## src/rtl/store_rmw_unit.sv

```systemverilog
// Store read-modify-write sequencer: merges byte/half stores into word-only memory.
// Optional RMW_WSTRB_EN: direct strobed writes (mem_wstrb port), no read phase.
module store_rmw_unit #(
   parameter int MEM_RD_LAT = 1
) (
   input  logic        clk,
   input  logic        nrst,
   input  logic        req_valid,
   output logic        req_ready,
   input  logic [31:0] req_addr,
   input  logic [31:0] req_wdata,
   input  logic [1:0]  req_size,
   output logic        done,
   output logic        err,
   output logic        busy,
   output logic [31:0] mem_addr,
   output logic        mem_re,
   input  logic [31:0] mem_rdata,
   output logic        mem_we,
`ifdef RMW_WSTRB_EN
   output logic [3:0]  mem_wstrb,
`endif
   output logic [31:0] mem_wdata
);

   localparam logic [2:0] S_IDLE  = 3'd0;
   localparam logic [2:0] S_READ  = 3'd1;
   localparam logic [2:0] S_WAIT  = 3'd2;
   localparam logic [2:0] S_WRITE = 3'd3;
   localparam logic [2:0] S_ERR   = 3'd4;

   logic [2:0]  state_q;
   logic [31:0] addr_q;
   logic [31:0] wdata_q;
   logic [1:0]  size_q;
`ifndef RMW_WSTRB_EN
   logic [2:0]  cnt_q;
   logic [31:0] orig_q;
`endif

   logic        accept;
   logic        bad_req;
   logic [4:0]  shift;
   logic [31:0] lanemask;
   logic [31:0] ins;
   logic [31:0] merged;
   logic [3:0]  strb;

   assign accept = req_valid & req_ready;

   always_comb begin
      bad_req = (req_size == 2'b11)
              | ((req_size == 2'b01) & req_addr[0])
              | ((req_size == 2'b10) & (|req_addr[1:0]));
   end

   always_ff @(posedge clk or negedge nrst) begin
      if (!nrst) begin
         state_q <= S_IDLE;
         addr_q  <= '0;
         wdata_q <= '0;
         size_q  <= '0;
`ifndef RMW_WSTRB_EN
         cnt_q   <= '0;
         orig_q  <= '0;
`endif
      end else begin
         case (state_q)
            S_IDLE: begin
               if (accept) begin
                  addr_q  <= req_addr;
                  wdata_q <= req_wdata;
                  size_q  <= req_size;
                  if (bad_req)
                     state_q <= S_ERR;
`ifdef RMW_WSTRB_EN
                  else
                     state_q <= S_WRITE;
`else
                  else if (req_size == 2'b10)
                     state_q <= S_WRITE;
                  else
                     state_q <= S_READ;
`endif
               end
            end
`ifndef RMW_WSTRB_EN
            S_READ: begin
               cnt_q   <= 3'(MEM_RD_LAT);
               state_q <= S_WAIT;
            end
            // read data is valid in the last counted cycle
            S_WAIT: begin
               cnt_q <= cnt_q - 3'd1;
               if (cnt_q == 3'd1) begin
                  orig_q  <= mem_rdata;
                  state_q <= S_WRITE;
               end
            end
`endif
            default: state_q <= S_IDLE;
         endcase
      end
   end

   // little-endian lane placement of the right-justified store data
   always_comb begin
      case (size_q)
         2'b00: begin
            lanemask = 32'h0000_00FF;
            shift    = {addr_q[1:0], 3'b000};
            strb     = 4'b0001 << addr_q[1:0];
         end
         2'b01: begin
            lanemask = 32'h0000_FFFF;
            shift    = {addr_q[1], 4'b0000};
            strb     = 4'b0011 << {addr_q[1], 1'b0};
         end
         default: begin
            lanemask = '1;
            shift    = '0;
            strb     = 4'b1111;
         end
      endcase
      ins = (wdata_q & lanemask) << shift;
`ifdef RMW_WSTRB_EN
      merged = ins;
`else
      merged = (orig_q & ~(lanemask << shift)) | ins;
`endif
   end

   assign req_ready = (state_q == S_IDLE);
   assign busy      = (state_q != S_IDLE);
   assign mem_re    = (state_q == S_READ);
   assign mem_we    = (state_q == S_WRITE);
   assign done      = (state_q == S_WRITE);
   assign err       = (state_q == S_ERR);
   assign mem_addr  = busy ? {addr_q[31:2], 2'b00} : '0;
   assign mem_wdata = mem_we ? merged : '0;
`ifdef RMW_WSTRB_EN
   assign mem_wstrb = mem_we ? strb : '0;
`endif

endmodule

```

## config.mk

```make
export PLATFORM = sky130hd
export DESIGN_NAME = store_rmw_unit
export DESIGN_NICKNAME = d
export VERILOG_FILES = /design/src/rtl/store_rmw_unit.sv
export SDC_FILE = /design/constraint.sdc
export NUM_CORES = 1
export LEC_CHECK = 0
export CAP_MARGIN = 20
export CELL_PAD_IN_SITES_DETAIL_PLACEMENT = 1
export CELL_PAD_IN_SITES_GLOBAL_PLACEMENT = 2
export CORE_MARGIN = 1.5
export CORE_UTILIZATION = 32
export CTS_CLUSTER_DIAMETER = 80
export DETAILED_ROUTE_END_ITERATION = 8
export GPL_TIMING_DRIVEN = 0
export PLACE_DENSITY = 0.85
export SYNTH_ARGS = -nofsm -noshare
export SYNTH_HDL_FRONTEND = slang
export SYNTH_SLANG_ARGS = --single-unit
```

## constraint.sdc

```tcl
create_clock -name clk -period 3.2 [get_ports clk]
set_clock_uncertainty 0.05 [all_clocks]
set_input_delay 0.32 -clock clk [delete_from_list [all_inputs] [get_ports clk]]
set_output_delay 0.32 -clock clk [all_outputs]
set_load 0.05 [all_outputs]
```

==> impl_metrics.tcl, run 1 <==
set metrics [dict create \
    synth_area_leader_cell "dfrtp_1" \
    grt_first_pass_wirelength_mm 25.1 \
    worstMarginPinSlew_ns 0.724 \
    layout_min_cycle_time_ns 2.99 \
    slew_violations 0 \
    cts_tree "yes" \
    die_area_sq_um 17200 \
    netlist_instances 414 \
    crit_required_ns 2.83 \
    ys_seq_area_share_pct 49.4 \
    finalHoldViolCount 0 \
    cts-buffers-inserted 9 \
    root_buffer "clkbuf_16" \
    antenna_found_initial 0 \
    synth_cell_type_count 37 \
    placed_area_sq_um 7250 \
    clock_path_buffers 2 \
    yosys_register_bits 104 \
    period_share_pct 93.5 \
    port_buffers 168 \
    rsz0062_at_grt "no" \
    clkSlewWorstSetupHoldPaths_ns 0.07 \
    start_util_pct 32.9 \
    wl_per_cell_um 19.4 \
    dr.pass1.iters 6 \
    layout_commonest_cell "clkdlybuf4s50_1" \
    hp-class "reg2reg" \
    setup_viol 0 \
    power_leakage_nw 3.55 \
    cp-end-kind "output pin" \
    drt_wl_total_mm 15.9 \
    start_kind "register" \
    grt_overflow 0 \
    postRouteAntennaNets 0 \
    dieWidth_um 131 \
    core_sq_um 16000 \
    peakVddDrop_mv 0.643 \
    final_nets 700 \
    vias_per_cell 4.93 \
    cp.arrival_ns 2.62 \
    drt_iter0_drc 157 \
    antennaDiodeCount 0 \
    p_per_area_nw_per_um2 1100 \
    syn_area_sq_um 5270 \
    rows 46 \
    via_count 4036 \
    syn2layout_area_growth_pct 44.8 \
    crit_path_max_fanout 10 \
    avgSynthCellArea_sq_um 12.7 \
    slew_headroom_pct 51.4 \
    max_cap_violations 0 \
    synth_top_area_share_pct 49.4 \
    status "finished, final reports clean" \
    drc_errors 0 \
    clk_latency_ns 0.36 \
    finalInstanceArea_sq_um 7630 \
    grt_pass1_vias 4470 \
    dp_hpwl_mm 11.7 \
    synthTopCellsByArea "dfrtp_1 (49%), mux2_2 (12%), mux2_4 (11%), mux2i_1 (4.6%), nor2b_1 (3.4%)" \
    fmax_mhz 334 \
    setup.worst_path.class "reg2out" \
    drive_gt1_share_pct 23.8 \
    yosys_warnings 0 \
    cts_sinks 104 \
    cts_htree_levels 3 \
    nFillCells 1716 \
    io_pins 171 \
    grt.total_usage_pct 18.6 \
    final_cell_mix "clkdlybuf4s50_1 (140), dfrtp_1 (104), mux2_2 (58), mux2_4 (39), nor2b_1 (28)" \
    grt_max_degree 55 \
    fp.dieH_um 131 \
    gp_congestion 0.752 \
    finalPower_mw 8.43 \
    rrSetupSlack_ns 1.25 \
]
==> worst max-delay path, cell delays in order, from the launching register on <==
cell and delay, ns:
dfrtp_1 0.39, clkbuf_1 0.26, nor2b_2 0.35, o21ai_0 0.15, a31oi_1 0.26, clkdlybuf4s50_1 0.85
==> sequential cells by signal, indices dropped and copies added, names as in the netlist <==
| register | flops |
|---|---|
| size_q | 2 |
| cnt_q | 3 |
| addr_q | 32 |
| wdata_q | 32 |
| state_q | 3 |
| orig_q | 32 |
==> what timing repair did <==
item,4_1_cts,5_1_grt
buffers inserted,0,0
endpoints found under the hold margin,50,0
gates cloned,0,0
pin swaps,0,0
gates resized for setup,5,28
hold buffers,1,0
setup endpoints to repair,19,25
==> routing by layer <==
layer  global-route usage [%]  wire length (um)  part of all wire, %  vias up
li1                         -                 -                    -     1854
met1                     23.2              6810                   43     2027
met2                     31.6              7800                   49      138
met3                     5.52              1030                  6.5       17
met4                     5.00               225                  1.4        0
met5                        0                 0                    0        -
==> cell type report <==
cell class | instances | area, sq um | share of cell area, %
Multi-Input combinational cell | 273 | 2430 | 31.9
Buffer | 31 | 234 | 3.07
Clock buffer | 13 | 240 | 3.15
Clock inverter | 3 | 42.5 | 0.558
Sequential cell | 104 | 2600 | 34.1
Timing Repair Buffer | 171 | 1780 | 23.4
Inverter | 7 | 26.3 | 0.344
Tap cell | 216 | 270 | 3.54
==> cell families after synthesis <==
family                     share of synthesized area (%)
muxes                                               28.1
buffers and inverters                               4.92
AOI/OAI and AO/OA                                   8.53
and+or+nand+nor                                     8.51
DFF                                                 49.4
adders and majority gates                          0.475
other                                             0.0712
==> synth_stat cells <==
| cell | count |
|---|---|
| mux2_2 | 58 |
| inv_1 | 7 |
| o21ai_0 | 18 |
| and2b_1 | 2 |
| nor3_1 | 3 |
| a21oi_2 | 1 |
| a211oi_1 | 1 |
| o22a_1 | 1 |
| mux2i_1 | 24 |
| buf_8 | 1 |
| a22oi_1 | 17 |
| nand2_1 | 18 |
| and2_1 | 1 |
| nor2b_1 | 29 |
| nor3b_2 | 2 |
| a311oi_1 | 1 |
| and2_4 | 1 |
| nor3_4 | 1 |
| buf_12 | 4 |
| buf_4 | 5 |
| and3b_1 | 1 |
| conb_1 | 1 |
| a31oi_1 | 8 |
| o31ai_1 | 2 |
| nand3b_2 | 1 |
| dfrtp_1 | 104 |
| nor2_1 | 4 |
| nand3_1 | 10 |
| mux2_4 | 39 |
| a21oi_1 | 4 |
| ha_1 | 2 |
| o22ai_1 | 18 |
| nand2b_1 | 2 |
| nor3b_1 | 2 |
| buf_6 | 1 |
| buf_2 | 11 |
| clkbuf_1 | 9 |
==> final timing paths <==
check,from,to,cells after the start
max,size_q[0],mem_wdata[17],5
max in group asynchronous,nrst,addr_q[21],3
min in group asynchronous,nrst,orig_q[12],2
max reg2reg,state_q[1],wdata_q[29],6
min reg2reg,orig_q[16],orig_q[16],1
min,orig_q[16],orig_q[16],1
==> power by group <==
part           internal, mW  switching [mW]  total [mW]  leakage (nW)
combinational          2.14            2.70        4.84          2.19
sequential             1.99           0.492        2.48          1.22
clock                 0.608           0.502        1.11         0.134
total                  4.74            3.69        8.43          3.55
==> through the flow <==
| stage | std cells | hold WS, ns | setup WS (ns) | setup TNS (ns) | util, % |
|---|---|---|---|---|---|
| floorplan | 415 | -0.0256 | 0.686 | 0 | - |
| global placement | 799 | 0.435 | -2.26 | -233.92 | 45.1 |
| detailed placement | 800 | 0.354 | 0.194 | 0 | 45.3 |
| CTS | 817 | 0.453 | 0.00238 | 0 | 47.2 |
| global route | 818 | 0.460 | 0.0823 | 0 | 47.7 |
| finish | 818 | 0.451 | 0.209 | 0 | 47.7 |
No activity file was read; power rests on OpenSTA's default activity.
==> inputs of run 2 (changes only) <==
Settings changed: CORE_UTILIZATION 32 to 35, DONT_BUFFER_PORTS set to 1, PLACE_DENSITY 0.85 to not set, PLACE_DENSITY_LB_ADDON set to 0.1.
==> impl_metrics.tcl, run 2 (synthesis results as in run 1) <==
set metrics [dict create \
    grt_pass1_vias 3670 \
    cts_sinks 104 \
    cpMostUsedCell "buf_2" \
    fmax_mhz 338 \
    drt_iter0_drc 131 \
    slew_headroom_pct 18.8 \
    post_cts_buffers 0 \
    port_buffers 0 \
    cp_cell_sequence "buf_2, and3b_1, buf_2, o31ai_1, o22ai_1" \
    slew_violations 0 \
    peakVddDrop_mv 0.556 \
    power_leakage_nw 2.49 \
    period_share_pct 92.3 \
    drive_gt1_share_pct 37.2 \
    drt_wl_total_mm 13.8 \
    grt_max_degree 105 \
    wl_per_cell_um 22.2 \
    final_nets 539 \
    dp_hpwl_mm 10.2 \
    antenna_found_initial 1 \
    antennaDiodeCount 0 \
    tns_ns 0 \
    internal-power_mw 4.06 \
    cts_tree "yes" \
    status "finished, final reports clean" \
    root_buffer "clkbuf_16" \
    grt_overflow 0 \
    setup.worst_path.class "reg2out" \
    setup_viol 0 \
    vias_per_cell 5.32 \
    cts-buffers-inserted 9 \
    cts_htree_levels 3 \
    seq_power_share_pct 32.6 \
    syn2layout_area_growth_pct 12.9 \
    rows 44 \
    drc_errors 0 \
    swShare_pct 46.7 \
    pwr-share-clk_pct 13.9 \
    clk_latency_ns 0.35 \
    cp.arrival_ns 2.58 \
    dr.pass1.iters 4 \
    clkSlewWorstSetupHoldPaths_ns 0.07 \
    p_switching_mw 3.56 \
    dp.cells 607 \
    finalHoldViolCount 0 \
    start_kind "register" \
    hp-class "in2reg" \
    rsz0062_at_grt "no" \
    wl_met1_mm 5.84 \
    grt.total_usage_pct 18.2 \
    start_util_pct 36.1 \
    worstMarginPinSlew_ns 1.21 \
    layout_min_cycle_time_ns 2.95 \
    cp-end-kind "output pin" \
    dieWidth_um 126 \
    io_pins 171 \
    via_count 3328 \
    die_area_sq_um 15800 \
    crit_required_ns 2.83 \
    wl_met3_um 966 \
    gp_congestion 0.714 \
    p_per_area_nw_per_um2 1280 \
    wl_met2_mm 6.90 \
    max_cap_violations 0 \
    crit_path_max_fanout 10 \
    p_comb_share_pct 53.5 \
    top_regs "addr_q: 32 flops, orig_q: 32 flops, wdata_q: 32 flops" \
    clock_path_buffers 2 \
    postRouteAntennaNets 0 \
    grt_first_pass_wirelength_mm 21.9 \
    final_cell_mix "dfrtp_1 (104), mux2_2 (58), mux2_4 (39), nor2b_1 (28)" \
    critPathMaxStageDelay_ns 0.93 \
    maxUsedRoutingLayer "met5" \
    layout_commonest_cell "dfrtp_1" \
    fp.dieH_um 126 \
    instances_no_fill 625 \
    core_sq_um 14600 \
    cp_slowest_cell "o22ai_1" \
]
run 2: changes by cell type in the layout (fill, tap and decap cells not counted), moves of 5 or more:
cell             change
mux2i_2              +8
o22ai_1              -5
mux2i_1              -8
buf_4                +7
dlymetal6s2s_1      -25
clkdlybuf4s50_1    -140
o22ai_2              +5
run 2: power groups by stage:
| stage | Sequential [mW] | Clock, mW | Combinational, mW |
|---|---|---|---|
| 2_1_floorplan | 2.29 | 0 | 3.52 |
| 3_3_place_gp | 2.48 | 0 | 3.94 |
| 3_5_place_dp | 2.50 | 0 | 4.04 |
| 4_1_cts | 2.49 | 1.11 | 4.09 |
| 5_1_grt | 2.59 | 1.16 | 4.36 |
| 6_report | 2.48 | 1.06 | 4.08 |
run 2: per-stage QoR:
step / worst slack [ns] / power (mW) / util, % / instance area (sq um) / hold WS [ns]
floorplan: 0.686 / 5.81 / - / 5270 / -0.0256
global placement: 0.399 / 6.42 / 37.7 / 5500 / -0.0222
detailed placement: 0.370 / 6.53 / 38.1 / 5570 / -0.0212
CTS: 0.00484 / 7.69 / 40.4 / 5890 / 0.0283
global route: 0.0574 / 8.11 / 40.8 / 5950 / 0.0316
finish: 0.245 / 7.62 / 40.8 / 5950 / 0.0460
run 2: final cells by class:
type,count,area [sq um]
fill,1539,8640
sequential,104,2600
multi-input combinational,273,2480
buffer,31,233
tap,184,230
clock buffer,10,229
timing repair buffer,10,97.6
clock inverter,6,51.3
inverter,7,26.3
run 2: critical path: cells and delay by family (launching register included):
kind                   cells  cell delay [ns]
DFF                        1             0.36
buffers and inverters      2             0.42
AOI/OAI and AO/OA          2             1.19
and+or+nand+nor            1             0.27
run 2: routing by layer:
layer,track usage (%),up-vias
met3,5.78,9
met1,23.0,1670
met5,0,-
met2,30.5,121
li1,-,1526
met4,3.81,2
run 2: path summary, 6_finish.rpt:
path | startpoint | endpoint | slack, ns | depth (start not counted)
max in group asynchronous | nrst | addr_q[5] | 2.19 | 2
min in group asynchronous | nrst | orig_q[15] | 0.52 | 2
hold / removal | req_valid | state_q[2] | 0.05 | 2
setup / recovery | state_q[2] | mem_wdata[15] | 0.25 | 5
setup reg to reg | state_q[1] | wdata_q[27] | 1.26 | 6
hold reg to reg | addr_q[8] | addr_q[8] | 0.46 | 1
run 2: repair_timing:
item	in CTS	in global routing
hold buffers	2	0
setup endpoints to repair	3	13
pin swaps	0	1
endpoints found under the hold margin	104	0
resized for setup	3	11
